`config.mk`:
```
export PLATFORM = sky130hd
export DESIGN_NAME = axis_sync_fifo_flat
export DESIGN_NICKNAME = d
export VERILOG_FILES = /design/src/rtl/axis_sync_fifo_if.sv /design/src/rtl/axis_sync_fifo.sv /design/src/flat_wrapper.sv
export SDC_FILE = /design/constraint.sdc
export NUM_CORES = 1
export LEC_CHECK = 0
export ABC_CLOCK_PERIOD_IN_PS = 6660
export BUFFER_PORTS_ARGS = -buffer_cell sky130_fd_sc_hd__buf_2
export CAP_MARGIN = 20
export CORE_MARGIN = 2
export CORE_UTILIZATION = 50
export CTS_CLUSTER_SIZE = 16
export DETAILED_ROUTE_END_ITERATION = 10
export PLACE_DENSITY = 0.76
export SYNTH_ARGS = -nofsm -noshare
export SYNTH_HDL_FRONTEND = slang
export SYNTH_SLANG_ARGS = --single-unit
```
`constraint.sdc`:
```
create_clock -name clk -period 6.66 [get_ports clk]
set_input_delay 0.999 -clock clk [delete_from_list [all_inputs] [get_ports clk]]
set_output_delay 0.999 -clock clk [all_outputs]
set_load 0.005 [all_outputs]
```
`src/rtl/axis_sync_fifo_if.sv`:
```
`default_nettype none
// +--------------------------------------------------------------------+
// | axis_sync_fifo_if                                                  |
// | AXI-Stream in/out handshake plus fill-level bus for axis_sync_fifo |
// | Rev 1.0                                                            |
// +--------------------------------------------------------------------+
interface axis_sync_fifo_if #(
  parameter int WIDTH = 32,
  parameter int SIZE  = 5
);
  logic [WIDTH-1:0] i_tdata;
  logic             i_tvalid;
  logic             i_tready;
  logic [WIDTH-1:0] o_tdata;
  logic             o_tvalid;
  logic             o_tready;
  logic [SIZE:0]    space;
  logic [SIZE:0]    occupied;

  // Producer/consumer side of the FIFO.
  modport master (
    output i_tdata, i_tvalid, o_tready,
    input  i_tready, o_tdata, o_tvalid, space, occupied
  );

  // FIFO side.
  modport slave (
    input  i_tdata, i_tvalid, o_tready,
    output i_tready, o_tdata, o_tvalid, space, occupied
  );
endinterface
`default_nettype wire

```
`src/rtl/axis_sync_fifo.sv`:
```
`default_nettype none
// +--------------------------------------------------------------------+
// | axis_sync_fifo                                                     |
// | Single-clock FWFT AXI-Stream FIFO, 2^SIZE words in block RAM       |
// | Rev 1.0                                                            |
// +--------------------------------------------------------------------+
module axis_sync_fifo #(
  parameter int WIDTH = 32,
  parameter int SIZE  = 5
) (
  input  logic                 clk,
  input  logic                 reset_n,
  input  logic                 clear,
  axis_sync_fifo_if.slave      bus
);

  localparam logic [SIZE:0] c_DEPTH = {{SIZE{1'b0}}, 1'b1} << SIZE;
  localparam logic [SIZE:0] c_ONE   = {{SIZE{1'b0}}, 1'b1};

  logic [WIDTH-1:0] r_mem [0:(1<<SIZE)-1];
  logic [SIZE-1:0]  r_wr_ptr;
  logic [SIZE-1:0]  r_rd_ptr;
  logic [SIZE:0]    r_occupied;
  logic             r_in_ready;
  logic             r_out_valid;
  logic [WIDTH-1:0] r_out_data;

  logic             w_accept;
  logic             w_consume;
  logic [SIZE:0]    w_ram_count;
  logic             w_rd_en;
  logic [SIZE:0]    w_occ_next;

  assign w_accept    = bus.i_tvalid & r_in_ready;
  assign w_consume   = r_out_valid & bus.o_tready;
  // Words still in RAM exclude the one already presented on the output.
  assign w_ram_count = r_occupied - {{SIZE{1'b0}}, r_out_valid};
  assign w_rd_en     = (w_ram_count != '0) & (~r_out_valid | w_consume);

  always_comb begin
    w_occ_next = r_occupied;
    case ({w_accept, w_consume})
      2'b10:   w_occ_next = r_occupied + c_ONE;
      2'b01:   w_occ_next = r_occupied - c_ONE;
      default: w_occ_next = r_occupied;
    endcase
  end

  always_ff @(posedge clk) begin
    if (!reset_n) begin
      r_wr_ptr    <= '0;
      r_rd_ptr    <= '0;
      r_occupied  <= '0;
      r_in_ready  <= 1'b0;
      r_out_valid <= 1'b0;
    end else if (clear) begin
      r_wr_ptr    <= '0;
      r_rd_ptr    <= '0;
      r_occupied  <= '0;
      r_in_ready  <= 1'b1;
      r_out_valid <= 1'b0;
    end else begin
      if (w_accept) begin
        r_wr_ptr <= r_wr_ptr + 1'b1;
      end
      if (w_rd_en) begin
        r_rd_ptr <= r_rd_ptr + 1'b1;
      end
      r_occupied <= w_occ_next;
      r_in_ready <= (w_occ_next < c_DEPTH);
      if (w_rd_en) begin
        r_out_valid <= 1'b1;
      end else if (w_consume) begin
        r_out_valid <= 1'b0;
      end
    end
  end

  // Storage and its registered read port; the read register is the FWFT stage.
  always_ff @(posedge clk) begin
    if (w_accept) begin
      r_mem[r_wr_ptr] <= bus.i_tdata;
    end
    if (w_rd_en) begin
      r_out_data <= r_mem[r_rd_ptr];
    end
  end

  assign bus.i_tready = r_in_ready;
  assign bus.o_tvalid = r_out_valid;
  assign bus.o_tdata  = r_out_data;
  assign bus.occupied = r_occupied;
  assign bus.space    = c_DEPTH - r_occupied;

endmodule
`default_nettype wire

```
`src/flat_wrapper.sv`:
```
// flat-port wrapper written by rule: the top's interface ports become plain ports
module axis_sync_fifo_flat 
#(
  parameter int WIDTH = 32,
  parameter int SIZE  = 5
)
  (clk, reset_n, clear, bus_i_tdata, bus_i_tvalid, bus_o_tready, bus_i_tready, bus_o_tdata, bus_o_tvalid, bus_space, bus_occupied);
  axis_sync_fifo_if #(.WIDTH(WIDTH), .SIZE(SIZE)) bus_i ();
  input  logic clk;
  input  logic reset_n;
  input  logic clear;
  input wire logic [$bits(bus_i.i_tdata)-1:0] bus_i_tdata;
  input wire logic [$bits(bus_i.i_tvalid)-1:0] bus_i_tvalid;
  input wire logic [$bits(bus_i.o_tready)-1:0] bus_o_tready;
  output wire logic [$bits(bus_i.i_tready)-1:0] bus_i_tready;
  output wire logic [$bits(bus_i.o_tdata)-1:0] bus_o_tdata;
  output wire logic [$bits(bus_i.o_tvalid)-1:0] bus_o_tvalid;
  output wire logic [$bits(bus_i.space)-1:0] bus_space;
  output wire logic [$bits(bus_i.occupied)-1:0] bus_occupied;
  assign bus_i.i_tdata = bus_i_tdata;
  assign bus_i.i_tvalid = bus_i_tvalid;
  assign bus_i.o_tready = bus_o_tready;
  assign bus_i_tready = bus_i.i_tready;
  assign bus_o_tdata = bus_i.o_tdata;
  assign bus_o_tvalid = bus_i.o_tvalid;
  assign bus_space = bus_i.space;
  assign bus_occupied = bus_i.occupied;
  axis_sync_fifo #(.WIDTH(WIDTH), .SIZE(SIZE)) u_core (.clk(clk), .reset_n(reset_n), .clear(clear), .bus(bus_i));
endmodule
```
Yosys cells after proc, flatten, opt, wreduce, memory -nomap -nowiden
Memory sizes are Yosys's and may differ from the RTL's. A register that Yosys moved wholly into a read port is not among the register bits.
Cells that the tools add are included.
{ "totals": {"memories": 1, "register_bits": 18, "out_inout_bits": 46, "input_bits": 37, "mem_bits_rw": 1024} }
{ "classes": {"n_reduce_logical": 3, "mux": 6, "n_lt_le_gt_ge": 1, "n_eq_ne": 2, "bitwise_logic": 6, "n_addsub": 6} }
{ "memory_table": {"columns": ["memory", "depth", "word_bits", "rd", "rd_clocked_by_memory_dff", "wr", "line_no", "source"], "rows": [
  ["u_core.r_mem", 32, 32, 1, 1, 1, "axis_sync_fifo.sv:20", "logic [WIDTH-1:0] r_mem [0:(1<<SIZE)-1];"]
]} }
{ "op_table": {"columns": ["cell", "count"], "rows": [
  ["6-bit case mux with 2 select lines", 1],
  ["5-bit by 1-bit adder with 5-bit output (second input constant)", 2],
  ["6-bit by 1-bit adder with 6-bit output (second input constant)", 1],
  ["6-bit less-than comparator (second input constant)", 1],
  ["6-bit nonzero test", 1],
  ["6-bit by 1-bit subtractor with 6-bit output", 1],
  ["6-bit by 1-bit subtractor with 6-bit output (second input constant)", 1],
  ["6-bit subtractor (first input constant)", 1],
  ["1-bit two-way mux", 5],
  ["1-bit AND", 3],
  ["2-bit by 1-bit == test with 1-bit output (second input constant)", 1],
  ["2-bit == test (second input constant)", 1],
  ["1-bit NOT", 2],
  ["2-bit nonzero test", 1],
  ["2-bit OR reduction", 1],
  ["1-bit bitwise OR", 1]
]} }

Logic depth before layout (Yosys ltp)
Gate-level depths: netlist (run 1).
{ "depth": {"word_depth": 5, "depth_mapped": 11} }

Least setup slack after synthesis (run 1)
OpenSTA, ideal clock, no wires.
{ "synth_path": {"path_kind": "input to register", "startpoint": "in bus_i_tvalid", "endpoint": "mem u_core.r_mem[23][0] (enable)", "arrival_ps": 3960, "n_path_buf": 1, "setup_ps": 468, "slack_ps": 2232, "cell_stages": 4, "path_cell_list": "and2_1 > clkbuf_1 > nand3_1 > nor3b_1"} }
{ "synth_between": {"elab_chain_cells": 3} }
{ "synth_rtl": {"columns": ["item", "line_no", "source"], "rows": [
  ["start: declaration", "flat_wrapper.sv:13", "input wire logic [$bits(bus_i.i_tvalid)-1:0] bus_i_tvalid;"],
  ["1-bit AND", "axis_sync_fifo.sv:34", "assign w_accept = bus.i_tvalid & r_in_ready;"],
  ["1-bit two-way mux", "axis_sync_fifo.sv:81", "if (w_accept) begin"],
  ["1-bit two-way mux (implied by the code)", "axis_sync_fifo.sv:82", "r_mem[r_wr_ptr] <= bus.i_tdata;"],
  ["end: declaration", "axis_sync_fifo.sv:20", null]
]} }
No other way between the ends.

==> results of run 1 <==
==> cell type report <==
class | instances | share of cell area, %
Inverter | 7 | 0.0563
Multi-Input combinational cell | 898 | 19.4
Clock buffer | 125 | 5.83
Clock inverter | 56 | 0.935
Sequential cell | 1074 | 68.7
Antenna cell | 2 | 0.0107
Tap cell | 1070 | 2.87
Timing Repair Buffer | 130 | 2.21
==> power by group through the flow <==
stage          Combinational, mW  Sequential [mW]  Clock [mW]
2_1_floorplan              0.234             7.63           0
3_3_place_gp               0.435             7.65           0
3_5_place_dp               0.456             7.65           0
4_1_cts                    0.459             7.51        5.58
5_1_grt                    0.487             7.50        5.83
6_report                   0.459             7.50        5.52
==> worst max path at each step <==
stage / start / endpoint / slack [ns]
final: u_core.r_rd_ptr[1] / u_core.bus.o_tdata[6] / 3.32
after global routing: u_core.r_rd_ptr[0] / u_core.bus.o_tdata[1] / 3.23
after CTS: u_core.r_rd_ptr[1] / u_core.bus.o_tdata[6] / 3.33
after detailed placement: bus_i_tvalid / u_core.r_mem[16][25] / 2.91
after global placement: bus_i_tvalid / u_core.r_mem[16][28] / 2.98
after floorplan: bus_i_tvalid / u_core.r_mem[23][0] / 2.23
==> layout by cell type, fill, tap and decap left out, types with 27 or more instances in the layout <==
| cell | n |
|---|---|
| edfxtp_1 | 1056 |
| a211oi_1 | 64 |
| buf_2 | 82 |
| nor2b_1 | 71 |
| clkinv_1 | 27 |
| clkbuf_16 | 106 |
| o21ai_0 | 70 |
| mux2_2 | 192 |
| a22o_1 | 64 |
| nor3_1 | 69 |
| buf_4 | 27 |
| nor2_4 | 32 |
| mux4_2 | 128 |
| or4_1 | 32 |
| o22ai_1 | 65 |
==> per-stage QoR <==
step | hold WS [ns] | power (mW) | cells
floorplan | 0.482 | 7.86 | 2106
global placement | 0.549 | 8.08 | 3161
detailed placement | 0.545 | 8.11 | 3170
CTS | 0.554 | 13.5 | 3351
global route | 0.606 | 13.8 | 3360
finish | 0.549 | 13.5 | 3362
==> kinds of logic (layout without fill, tap and decap cells) <==
group / count (synthesis) / in the layout / share of synthesized area, %
fa+ha+maj: 10 / 10 / 0.302
buf+inv: 134 / 318 / 1.45
other cells: 0 / 2 / 0
mux: 322 / 322 / 12.2
simple gates: 268 / 268 / 3.62
compound gates: 285 / 285 / 4.77
flops: 1074 / 1074 / 77.4
xor+xnor: 13 / 13 / 0.275
==> state kept, by name (all words and copies together) (netlist names) <==
| register | count |
|---|---|
| u_core.bus.occupied | 6 |
| u_core.bus.o_tvalid | 1 |
| u_core.bus.o_tdata | 32 |
| u_core.r_rd_ptr | 5 |
| u_core.r_mem | 1024 |
| u_core.r_wr_ptr | 5 |
| u_core.bus.i_tready | 1 |
==> worst max-delay path, stage by stage (launching register included) <==
cell and delay [ns]:
dfxtp_4 0.82, buf_4 0.82, mux4_2 0.43, a22o_1 0.34, or4_1 0.59
==> routing by layer <==
layer,global-route usage (%),vias up
li1,-,8865
met1,31.0,11052
met2,38.8,1292
met3,4.35,177
met4,8.46,4
met5,0,-
==> cells in the mapped netlist (3+ instances only) <==
library cell	number	share of area, %
nor3_1	70	0.85
buf_4	4	0.072
buf_1	8	0.072
o22ai_1	65	0.98
mux4_2	128	7.0
or4_1	32	0.58
dfxtp_1	18	0.87
buf_2	24	0.29
or3_1	6	0.091
nand2_1	15	0.14
o21ai_0	70	0.85
mux2_2	192	5.2
ha_1	10	0.30
nand3b_1	3	0.054
nor2_1	43	0.39
nand3_1	5	0.060
a21oi_1	9	0.11
nand2b_1	6	0.091
edfxtp_1	1056	77
a211oi_1	64	1.2
a22o_1	64	1.4
clkbuf_1	84	0.76
buf_6	7	0.19
xnor2_1	4	0.085
inv_1	7	0.063
nor2b_1	72	1.1
xor2_1	9	0.19
==> flow_metrics.tcl, run 1 <==
set metrics [dict create \
    seq_area_sq_um 32100 \
    path_class "register to register" \
    cts_tree "yes" \
    synth_fp_nets 2153 \
    hold_depth 2 \
    max_freq_mhz 299 \
    comb_power_share_pct 3.4 \
    pre_cts_ws_ns 2.91 \
    fin_util_pct 56.9 \
    nets 2260 \
    startpoint_type "register" \
    viasPerCell 6.36 \
    finish.instance_area_sq_um 46700 \
    status "complete, no violations" \
    die_area_sq_um 85200 \
    power_frac_clock_pct 41.0 \
    syn_inst 2106 \
    io_pins 83 \
    num_vias 21390 \
    power_density_nw_per_um2 289 \
    cts_root_buf "clkbuf_16" \
    core-area_sq_um 82100 \
    firstDrtPassIters 6 \
    cts.repair.resized 0 \
    drt_iter0_markers 2463 \
    required_ns 7.03 \
    hpwl_um 55500 \
    cp.arrival_ns 3.71 \
    grt_pass1_vias 21419 \
    syn_area_sq_um 41400 \
    clkSlewWorstSetupHoldPaths_ns 0.06 \
    overflow 0 \
    rows 105 \
    drv_slew 0 \
    antenna_found_initial 2 \
    relSlewSlack_pct 25.6 \
    die_w_um 292 \
    clock_latency_ns 0.66 \
    post-route-period-util_pct 50.1 \
    ant_nets 0 \
    cts.sinks 1074 \
    setup_slack_ns 3.32 \
    met3_length_um 8940 \
    routed_wirelength_um 99700 \
    path_max_fanout 73 \
    hold_class "register to register" \
    wl_met2_um 49700 \
    n_fill_cell 5766 \
    async_flop_share_pct 0 \
    grt_pass1_wl_um 145000 \
    multi_input_area_sq_um 9050 \
    swShare_pct 20.2 \
    reg2reg_slack_ns 3.32 \
    finalClockSkew_ns 0.0213 \
    wl_per_cell_um 29.7 \
    worstSetupEndpointType "register" \
    grt_max_degree 166 \
    max_cap_violations 0 \
    htreeDepth 3 \
    setup_viol 0 \
    r2r-end "u_core.bus.o_tdata[6]" \
    portBuffers 82 \
    synth-seq-cells 1074 \
    start_util_pct 50.5 \
    grt_usage_pct 23.3 \
    rsz0062_at_grt "no" \
    yosys.cell_types.count 50 \
    dpl_cell_area_sq_um 43300 \
    worst_slew_pin_slew_ns 1.12 \
    hold_start "u_core.r_wr_ptr[1]" \
    top_layer "met5" \
    syn_avg_cell_area_sq_um 19.7 \
    peakVddDrop_v 0.000232 \
    intPower_mw 10.8 \
    drive_gt1_share_pct 27.8 \
    reg2reg_depth 4 \
    leakage_nw 14.4 \
    hold_end "u_core.r_wr_ptr[1]" \
    sequentialPowerShare_pct 55.6 \
    clock_path_buffers 3 \
    tns_ns 0 \
    seq_area_frac_synth_pct 77.4 \
    postCtsSetupRepairBufs 0 \
    routabilityCongestion 0.813 \
    cts_buffers 102 \
    hold_violations 0 \
    fp.dieH_um 292 \
    synth-edff-count 1056 \
    ys.flop_type "edfxtp_1" \
    period_minus_slack_ns 3.34 \
    area_growth_pct 12.6 \
    wl_met1_um 37800 \
    drcViolationCount 0 \
    r2r-start "u_core.r_rd_ptr[1]" \
    p_sw_mw 2.73 \
    cts_hold_buf 0 \
    yosys_warnings 0 \
]
(Power assumes the default switching activity.)
==> run 2: changes to the inputs <==
--- a/config.mk
+++ b/config.mk
@@ -5,7 +5,7 @@
 export SDC_FILE = /design/constraint.sdc
 export NUM_CORES = 1
 export LEC_CHECK = 0
-export ABC_CLOCK_PERIOD_IN_PS = 6660
+export ABC_CLOCK_PERIOD_IN_PS = 3200
 export BUFFER_PORTS_ARGS = -buffer_cell sky130_fd_sc_hd__buf_2
 export CAP_MARGIN = 20
 export CORE_MARGIN = 2
==> constraint.sdc (replaced) <==
create_clock -name clk -period 3.2 [get_ports clk]
set_input_delay 0.48 -clock clk [delete_from_list [all_inputs] [get_ports clk]]
set_output_delay 0.48 -clock clk [all_outputs]
set_load 0.005 [all_outputs]
==> run 2 against run 1 <==
  * First-iteration DRC count rose by 2.9%
  * Setup slack worse by 3.0 ns
  * Fmax grew 18%
  * Die area stayed put
  * Global-route usage up 0.46 points
  * Critical endpoint is now u_core.bus.o_tdata[19]
==> flow_metrics.tcl, run 2 (synthesis gave the netlist of run 1 again) <==
set metrics [dict create \
    core-area_sq_um 82100 \
    firstDrtPassIters 8 \
    rows 105 \
    die_area_sq_um 85200 \
    max_cap_violations 0 \
    drv_slew 0 \
    peakVddDrop_v 0.000468 \
    overflow 0 \
    power_density_nw_per_um2 598 \
    startpoint_type "register" \
    cts_root_buf "clkbuf_16" \
    finalNonFillerCells 3420 \
    leakage_nw 14.8 \
    swShare_pct 20.1 \
    n_fill_cell 5700 \
    worstSetupEndpointType "register" \
    path_class "register to register" \
    routabilityCongestion 0.798 \
    status "complete, no violations" \
    grt_usage_pct 23.8 \
    io_pins 83 \
    rsz0062_at_grt "no" \
    die_w_um 292 \
    hold_class "input port to register" \
    cts.repair.resized 0 \
    dpl.cell_count 3233 \
    area_growth_pct 14.1 \
    clock_path_buffers 3 \
    comb_power_share_pct 3.3 \
    critical-path-slowest-cell "dfxtp_4" \
    fp.dieH_um 292 \
    post-route-period-util_pct 88.4 \
    final_common_cell "edfxtp_1" \
    cts_tree "yes" \
    grt_pass1_wl_um 147000 \
    finalClockSkew_ns 0.0234 \
    path_max_fanout 32 \
    relSlewSlack_pct 26.6 \
    cts_buffers 102 \
    layout_common_cells "edfxtp_1, mux2_2, mux4_2, clkbuf_16, buf_2" \
    path_cells "buf_4, mux4_2, a22o_1, or4_1" \
    tns_ns 0 \
    clock_latency_ns 0.66 \
    max_freq_mhz 353 \
    worst_slew_pin_slew_ns 1.10 \
    start_util_pct 50.5 \
    p_sw_mw 5.68 \
    ant_nets 0 \
    routed_wirelength_um 101000 \
    sequentialPowerShare_pct 55.2 \
    hpwl_um 55300 \
    cts_hold_buf 0 \
    antenna_found_initial 6 \
    portBuffers 82 \
    slowest_delay_ns 0.78 \
    num_vias 21512 \
    grt_pass1_vias 21823 \
    hold_violations 0 \
    postCtsSetupRepairBufs 0 \
    clkSlewWorstSetupHoldPaths_ns 0.06 \
    grt_max_degree 72 \
    required_ns 3.60 \
    wl_per_cell_um 29.5 \
    finish.instance_area_sq_um 47300 \
    power_frac_clock_pct 41.5 \
    setup_viol 0 \
    drive_gt1_share_pct 29.7 \
    setup_slack_ns 0.371 \
    power_mw 28.3 \
    drt_iter0_markers 2534 \
    drcViolationCount 0 \
    nets 2314 \
    pre_cts_ws_ns 0.341 \
    dpl_cell_area_sq_um 44000 \
    cts.sinks 1074 \
    viasPerCell 6.29 \
    top_register "u_core.r_mem" \
    cp.arrival_ns 3.23 \
    period_minus_slack_ns 2.83 \
    htreeDepth 3 \
    largest_register_ffs 1024 \
    intPower_mw 22.6 \
]
## run 2: cell type report
class / count / area [sq um] / area share, %
repair buffers: 184 / 1540 / 3.25
clock buffers: 125 / 2710 / 5.73
inverters: 7 / 26.3 / 0.0555
multi-input cells: 898 / 9060 / 19.2
flip-flops and latches: 1074 / 32100 / 67.8
well taps: 1070 / 1340 / 2.83
diodes: 1 / 2.50 / 0.00529
clock inverters: 61 / 547 / 1.16
## run 2: layer usage
metal	vias up	GRT usage [%]	share of wire, %
met3	173	4.16	9.2
met1	11162	32.8	39
li1	8977	-	-
met5	-	0	0.043
met2	1194	39.0	49
met4	6	7.56	2.5
## run 2: through the flow
stage | hold WS, ns | utilization (%)
after global routing | 0.116 | 57.6
after global placement | 0.496 | 53.6
after floorplan | 0.482 | -
after detailed placement | 0.524 | 53.6
final | 0.125 | 57.6
after CTS | 0.0931 | 57.6
## run 2: power groups by stage
| stage | clock, mW | sequential [mW] | combinational (mW) |
|---|---|---|---|
| after CTS | 11.9 | 15.6 | 0.926 |
| after detailed placement | 0 | 15.9 | 0.919 |
| after global routing | 12.4 | 15.6 | 0.992 |
| after floorplan | 0 | 15.9 | 0.486 |
| after global placement | 0 | 15.9 | 0.882 |
| final | 11.8 | 15.6 | 0.924 |
## run 2: worst max-delay path, delay by kind of cell (launching register included)
family                 cells  cell delay [ns]
AND/OR/NAND/NOR            1             0.51
buffers and inverters      1             0.42
AO/OA/AOI/OAI              1             0.25
flip-flops                 1             0.78
multiplexers               1             0.57
## run 2: worst paths after layout
| check | slack [ns] | to | depth (start not counted) | start |
|---|---|---|---|---|
| max | 0.37 | u_core.bus.o_tdata[19] | 4 | u_core.r_rd_ptr[0] |
| min | 0.13 | u_core.bus.i_tready | 2 | reset_n |
| max reg2reg | 0.37 | u_core.bus.o_tdata[19] | 4 | u_core.r_rd_ptr[0] |
| min reg2reg | 0.53 | u_core.r_wr_ptr[1] | 2 | u_core.r_wr_ptr[1] |
